**src/rtl/mem_arb_pkg.sv**
```systemverilog
// Shared types and limits for the unified-memory port arbiter.
//   state_e     : arbiter FSM states (IDLE, ACCESS, RESP)
//   grant_e     : which requester owns the current transaction
//   MEM_LAT_MAX : largest supported memory latency
package mem_arb_pkg;

  localparam int unsigned MEM_LAT_MAX = 15;

  typedef enum logic [1:0] {
    IDLE   = 2'd0,
    ACCESS = 2'd1,
    RESP   = 2'd2
  } state_e;

  typedef enum logic {
    GNT_I = 1'b0,
    GNT_D = 1'b1
  } grant_e;

endpackage : mem_arb_pkg

```
**src/rtl/mem_arb_pick.sv**
```systemverilog
// Combinational winner selection between the fetch (I) and data (D) ports.
// Build option: MEM_ARB_RR_EN selects round-robin on contention; otherwise
// D always beats I.
// Ports:
//   i_req, d_req : pending requests
//   last_gnt     : previous winner (present only with MEM_ARB_RR_EN)
//   valid_c      : at least one request pending
//   winner_c     : selected port, meaningful when valid_c is high
module mem_arb_pick
  import mem_arb_pkg::*;
(
  input  logic   i_req,
  input  logic   d_req,
`ifdef MEM_ARB_RR_EN
  input  grant_e last_gnt,
`endif
  output logic   valid_c,
  output grant_e winner_c
);

  // Winner selection
  always_comb begin
    valid_c  = i_req | d_req;
    winner_c = d_req ? GNT_D : GNT_I;
`ifdef MEM_ARB_RR_EN
    // On contention, hand the grant to whoever did not win last time
    if (i_req && d_req) begin
      winner_c = (last_gnt == GNT_D) ? GNT_I : GNT_D;
    end
`endif
  end

endmodule : mem_arb_pick

```
**src/rtl/mem_port_arbiter.sv**
```systemverilog
// Shares one fixed-latency single-port memory between the instruction-fetch
// port (read-only) and the data port (read/write). Each access is granted in
// IDLE, held stable on the memory side for MEM_LAT cycles in ACCESS, and
// acknowledged with a one-cycle pulse in RESP.
// Build option: MEM_ARB_RR_EN enables round-robin arbitration (see mem_arb_pick).
// Ports:
//   clk, clrn                  : clock, synchronous active-low reset
//   i_req/i_addr               : fetch request and address (held until i_ack)
//   i_ack/i_rdata              : fetch completion pulse and registered word
//   d_req/d_we/d_addr/d_wdata  : data request (held until d_ack)
//   d_ack/d_rdata              : data completion pulse and registered load data
//   m_en/m_we/m_addr/m_wdata   : memory-side command, all registered
//   m_rdata                    : memory read data, valid MEM_LAT cycles after m_en rises
// MEM_LAT legal range is 1..MEM_LAT_MAX.
module mem_port_arbiter
  import mem_arb_pkg::*;
#(
  parameter int unsigned ADDR_W  = 32,
  parameter int unsigned DATA_W  = 32,
  parameter int unsigned MEM_LAT = 2
) (
  input  logic              clk,
  input  logic              clrn,
  input  logic              i_req,
  input  logic [ADDR_W-1:0] i_addr,
  output logic              i_ack,
  output logic [DATA_W-1:0] i_rdata,
  input  logic              d_req,
  input  logic              d_we,
  input  logic [ADDR_W-1:0] d_addr,
  input  logic [DATA_W-1:0] d_wdata,
  output logic              d_ack,
  output logic [DATA_W-1:0] d_rdata,
  output logic              m_en,
  output logic              m_we,
  output logic [ADDR_W-1:0] m_addr,
  output logic [DATA_W-1:0] m_wdata,
  input  logic [DATA_W-1:0] m_rdata
);

  // Counter never wraps: it is reloaded with MEM_LAT-1 on every grant
  localparam int unsigned CNT_W = $clog2(MEM_LAT + 1);
  localparam logic [CNT_W-1:0] CNT_LOAD = CNT_W'(MEM_LAT - 1);
  localparam logic [CNT_W-1:0] CNT_ONE  = CNT_W'(1);

  state_e            state_q, state_nxt;
  logic [CNT_W-1:0]  cnt_q, cnt_nxt;
  grant_e            gnt_q, gnt_nxt;
  logic              i_ack_nxt, d_ack_nxt;
  logic              m_en_nxt, m_we_nxt;
  logic [ADDR_W-1:0] m_addr_nxt;
  logic [DATA_W-1:0] m_wdata_nxt;
  logic [DATA_W-1:0] i_rdata_nxt, d_rdata_nxt;
  logic              pick_valid_c;
  grant_e            pick_winner_c;

`ifdef MEM_ARB_RR_EN
  grant_e            last_q, last_nxt;
`endif

  mem_arb_pick u_pick (
    .i_req    (i_req),
    .d_req    (d_req),
`ifdef MEM_ARB_RR_EN
    .last_gnt (last_q),
`endif
    .valid_c  (pick_valid_c),
    .winner_c (pick_winner_c)
  );

  // Next-state and next-output logic
  always_comb begin
    state_nxt   = state_q;
    cnt_nxt     = cnt_q;
    gnt_nxt     = gnt_q;
    i_ack_nxt   = 1'b0;
    d_ack_nxt   = 1'b0;
    m_en_nxt    = m_en;
    m_we_nxt    = m_we;
    m_addr_nxt  = m_addr;
    m_wdata_nxt = m_wdata;
    i_rdata_nxt = i_rdata;
    d_rdata_nxt = d_rdata;
`ifdef MEM_ARB_RR_EN
    last_nxt    = last_q;
`endif

    case (state_q)
      IDLE: begin
        m_en_nxt = 1'b0;
        m_we_nxt = 1'b0;
        if (pick_valid_c) begin
          gnt_nxt   = pick_winner_c;
          cnt_nxt   = CNT_LOAD;
          m_en_nxt  = 1'b1;
          state_nxt = ACCESS;
`ifdef MEM_ARB_RR_EN
          last_nxt  = pick_winner_c;
`endif
          if (pick_winner_c == GNT_D) begin
            m_addr_nxt  = d_addr;
            m_we_nxt    = d_we;
            m_wdata_nxt = d_wdata;
          end else begin
            m_addr_nxt  = i_addr;
            m_we_nxt    = 1'b0;
          end
        end
      end

      ACCESS: begin
        if (cnt_q == '0) begin
          // Last latency cycle: m_rdata is valid now
          m_en_nxt  = 1'b0;
          m_we_nxt  = 1'b0;
          state_nxt = RESP;
          if (gnt_q == GNT_I) begin
            i_rdata_nxt = m_rdata;
            i_ack_nxt   = 1'b1;
          end else begin
            if (!m_we) begin
              d_rdata_nxt = m_rdata;
            end
            d_ack_nxt = 1'b1;
          end
        end else begin
          cnt_nxt = cnt_q - CNT_ONE;
        end
      end

      RESP: begin
        // Ack pulse is on the bus this cycle; requests wait until IDLE
        m_en_nxt  = 1'b0;
        m_we_nxt  = 1'b0;
        state_nxt = IDLE;
      end

      default: begin
        m_en_nxt  = 1'b0;
        m_we_nxt  = 1'b0;
        state_nxt = IDLE;
      end
    endcase
  end

  // State and output registers
  always_ff @(posedge clk) begin
    if (!clrn) begin
      state_q <= IDLE;
      cnt_q   <= '0;
      gnt_q   <= GNT_D;
      i_ack   <= 1'b0;
      d_ack   <= 1'b0;
      m_en    <= 1'b0;
      m_we    <= 1'b0;
      m_addr  <= '0;
      m_wdata <= '0;
      i_rdata <= '0;
      d_rdata <= '0;
`ifdef MEM_ARB_RR_EN
      last_q  <= GNT_D;
`endif
    end else begin
      state_q <= state_nxt;
      cnt_q   <= cnt_nxt;
      gnt_q   <= gnt_nxt;
      i_ack   <= i_ack_nxt;
      d_ack   <= d_ack_nxt;
      m_en    <= m_en_nxt;
      m_we    <= m_we_nxt;
      m_addr  <= m_addr_nxt;
      m_wdata <= m_wdata_nxt;
      i_rdata <= i_rdata_nxt;
      d_rdata <= d_rdata_nxt;
`ifdef MEM_ARB_RR_EN
      last_q  <= last_nxt;
`endif
    end
  end

endmodule : mem_port_arbiter

```
**config.mk**
```make
export PLATFORM = sky130hd
export DESIGN_NAME = mem_port_arbiter
export DESIGN_NICKNAME = d
export VERILOG_FILES = /design/src/rtl/mem_arb_pkg.sv /design/src/rtl/mem_arb_pick.sv /design/src/rtl/mem_port_arbiter.sv
export SDC_FILE = /design/constraint.sdc
export NUM_CORES = 1
export LEC_CHECK = 0
export ABC_CLOCK_PERIOD_IN_PS = 1700
export CORE_MARGIN = 3
export CORE_UTILIZATION = 41
export DETAILED_ROUTE_END_ITERATION = 7
export GPL_ROUTABILITY_DRIVEN = 0
export PLACE_DENSITY = 0.85
export SLEW_MARGIN = 20
export SYNTH_ARGS = -nofsm -noshare
export SYNTH_HDL_FRONTEND = slang
export SYNTH_SLANG_ARGS = --single-unit
```
**constraint.sdc**
```tcl
create_clock -name clk -period 1.7 [get_ports clk]
set_input_delay 0.34 -clock clk [delete_from_list [all_inputs] [get_ports clk]]
set_output_delay 0.34 -clock clk [all_outputs]
set_load 0.02 [all_outputs]
```
==> results of run 1 <==
report_power, final:
part           internal [mW]  switching, mW
clock network           2.67           1.34
registers               3.49          0.146
logic                  0.949           1.03
total                   7.11           2.51
sequential cells by signal, indices dropped and copies added, names as in the netlist, 2 cells and up:
register and count:
m_wdata 32, i_rdata 32, d_rdata 32, m_addr 32
state_q 2, cnt_q 2
cell type report:
| cell class | instances | area (um2) |
|---|---|---|
| clock buffer | 20 | 457 |
| clock inverter | 12 | 196 |
| fill | 1055 | 4000 |
| inverter | 3 | 11.3 |
| multi-input combinational | 413 | 2570 |
| sequential | 137 | 2740 |
| tap | 172 | 215 |
| timing repair buffer | 285 | 2780 |
worst paths after layout:
check                           slack (ns)           to  cells after the start         from
worst max-delay path                  0.21         m_we                      1         m_we
worst min-delay path                  0.37   m_addr[23]                      2         clrn
worst max register to register        0.23  d_rdata[10]                      4   state_q[0]
worst min register to register        0.45  m_wdata[11]                      2  m_wdata[11]
logic make-up after synthesis:
kind of cell,share of synthesized area
adder cells (fa/ha/maj),0.00448
AND/OR/NAND/NOR,0.185
flip-flops,0.491
AO/OA/AOI/OAI,0.150
multiplexers,0.117
buffers and inverters,0.0516
synthesized netlist by cell type, drive strengths merged (2+ instances only):
cell and n:
and2 4, buf 20, and3b 2, dfxtp 137
o211a 33, nand3b 2, a21boi 64, nand2 195
nand3 32, ha 2, inv 3, mux2i 65
clkbuf 33
metal layers:
metal | routed length (um) | vias up | GRT usage
met5 | 0 | - | 0
met4 | 250 | 0 | 0.0742
met3 | 1600 | 21 | 0.0889
met2 | 7840 | 210 | 0.374
met1 | 6270 | 2328 | 0.236
li1 | - | 2553 | -
cell usage in the layout, fill, tap and decap left out, types with 2 or more instances in the layout:
master / Yosys / routed
clkbuf_16: 0 / 17
nand2_1: 195 / 195
clkinvlp_4: 0 / 3
inv_1: 3 / 3
ha_1: 2 / 2
nand3b_1: 2 / 2
dlygate4sd2_1: 0 / 124
dfxtp_1: 137 / 137
dlymetal6s2s_1: 0 / 8
buf_4: 1 / 12
bufinv_16: 0 / 5
and3b_1: 2 / 2
and2_1: 3 / 3
clkbuf_8: 0 / 2
buf_12: 0 / 10
clkdlybuf4s50_1: 0 / 130
clkinv_2: 0 / 3
o211a_1: 33 / 33
a21boi_1: 64 / 64
nand3_1: 32 / 32
mux2i_1: 65 / 65
repair_timing:
item	in CTS	in global routing
endpoints found under the setup margin	124	8
gates resized for setup	124	8
buffers inserted	0	0
stage by stage:
stage / setup slack [ns] / hold slack (ns) / power (mW) / std cells / setup TNS [ns]
finish: 0.211 / 0.373 / 9.63 / 1042 / 0
global route: 0.120 / 0.369 / 10.0 / 1042 / 0
CTS: 0.000189 / 0.353 / 9.73 / 1042 / 0
detailed placement: -0.0132 / 0.444 / 5.88 / 1010 / -0.0182
global placement: 0.0222 / 0.440 / 5.85 / 1010 / 0
floorplan: 0.221 / 0.435 / 4.79 / 606 / 0
==> impl_metrics.py, run 1 <==
metrics = {
    "yosys": {
        "synth_area_leaders": "dfxtp_1, nand2_1, mux2i_1",
        "synth_area_um2": 5580,
        "synth_area_leader_cell": "dfxtp_1",
        "netlist_instances": 606,
        "synth.distinct_cells": 30,
        "synth_nets": 741,
        "synth_edf_count": 0,
        "syn_avg_cell_area_um2": 9.21,
        "ys_warn_count": 0,
        "ys.flop_type": "dfxtp_1",
        "ys_ff_latch": 137,
        "async_reset_ff_frac": 0,
        "seq_area_frac_synth": 0.491,
        "synth_top_area_frac": 0.491,
    },
    "grt": {
        "overflow": 0,
        "antenna_found_initial": 0,
        "grt_max_degree": 35,
        "grt_first_pass_wirelength_um": 25400,
        "grt.total_usage": 0.215,
        "grt_pass1_vias": 5045,
    },
    "floorplan": {
        "start_util": 0.430,
        "row_count": 41,
        "die_h_um": 123,
        "die-area_um2": 15000,
        "core_area_um2": 13000,
        "fp.dieW_um": 123,
        "io_pins": 265,
    },
    "power_and_ir_drop": {
        "leakage_nw": 4.40,
        "power_density_nw_per_um2": 1070,
        "vdd_drop_max_mv": 0.601,
    },
    "critical_path": {
        "path_buf_inv": 1,
        "path_cells": "dlygate4sd2_1",
        "cp_top_family": "flip-flops",
        "path_class": "reg -> out",
        "crit_path_end_kind": "output port",
        "startpoint_type": "flip-flop",
        "cp_max_fo": 3,
        "cp.arrival_ns": 1.15,
        "slowest_delay_ns": 0.37,
        "timing.critical_path.slowest_stage_cell": "dfxtp_1",
        "required_ns": 1.36,
    },
    "timing": {
        "hold_viol": 0,
        "skew_ns": 0.00773,
        "grt_setup_unrepaired": "false",
        "final_max_slew_viol_count": 0,
        "max_freq_mhz": 672,
        "fin_crit_sh": 0.876,
        "max_slew_margin": 0.705,
        "tightest_slew_ns": 0.442,
        "setup_viol": 0,
        "fin_crit_ns": 1.49,
    },
    "drt": {
        "wl_per_cell_um": 15.3,
        "vias_per_cell": 4.91,
        "drtAntennaViolNets": 0,
        "drc": 0,
        "routed_wl_um": 16000,
        "drt-initial-drc-count": 281,
        "vias": 5112,
        "firstDrtPassIters": 4,
    },
    "finish": {
        "n_antenna_cell": 0,
        "final_area_um2": 8980,
        "drive_gt1_frac": 0.0690,
        "nets": 992,
        "syn2layout_area_growth_pct": 60.9,
        "finish.utilization": 0.692,
    },
    "placed_design": {
        "port_buffers": 264,
        "placed_area_um2": 8460,
        "hpwl_um": 11500,
    },
    "outcome": {
        "status": "finished clean",
    },
    "cts": {
        "cts-hold-fix-buffers": 0,
        "root_buffer": "clkbuf_16",
        "htreeDepth": 4,
        "cts_buffers": 17,
        "clock_path_buffers": 2,
        "clk_latency_ns": 0.42,
        "path_clk_slew_ns": 0.05,
        "clock_sinks": 137,
        "cts_tree": "yes",
    },
    "flow_run": {
        "drv_cap": 0,
    },
    "min_path": {
        "hold_path_class": "in -> reg",
    },
}
(Power assumes the default switching activity.)
==> inputs of run 2 (changes only) <==
- CAP_MARGIN: unset -> 10
==> results of run 2 <==
The final DEF is identical to that of run 1; final timing and power are the same.
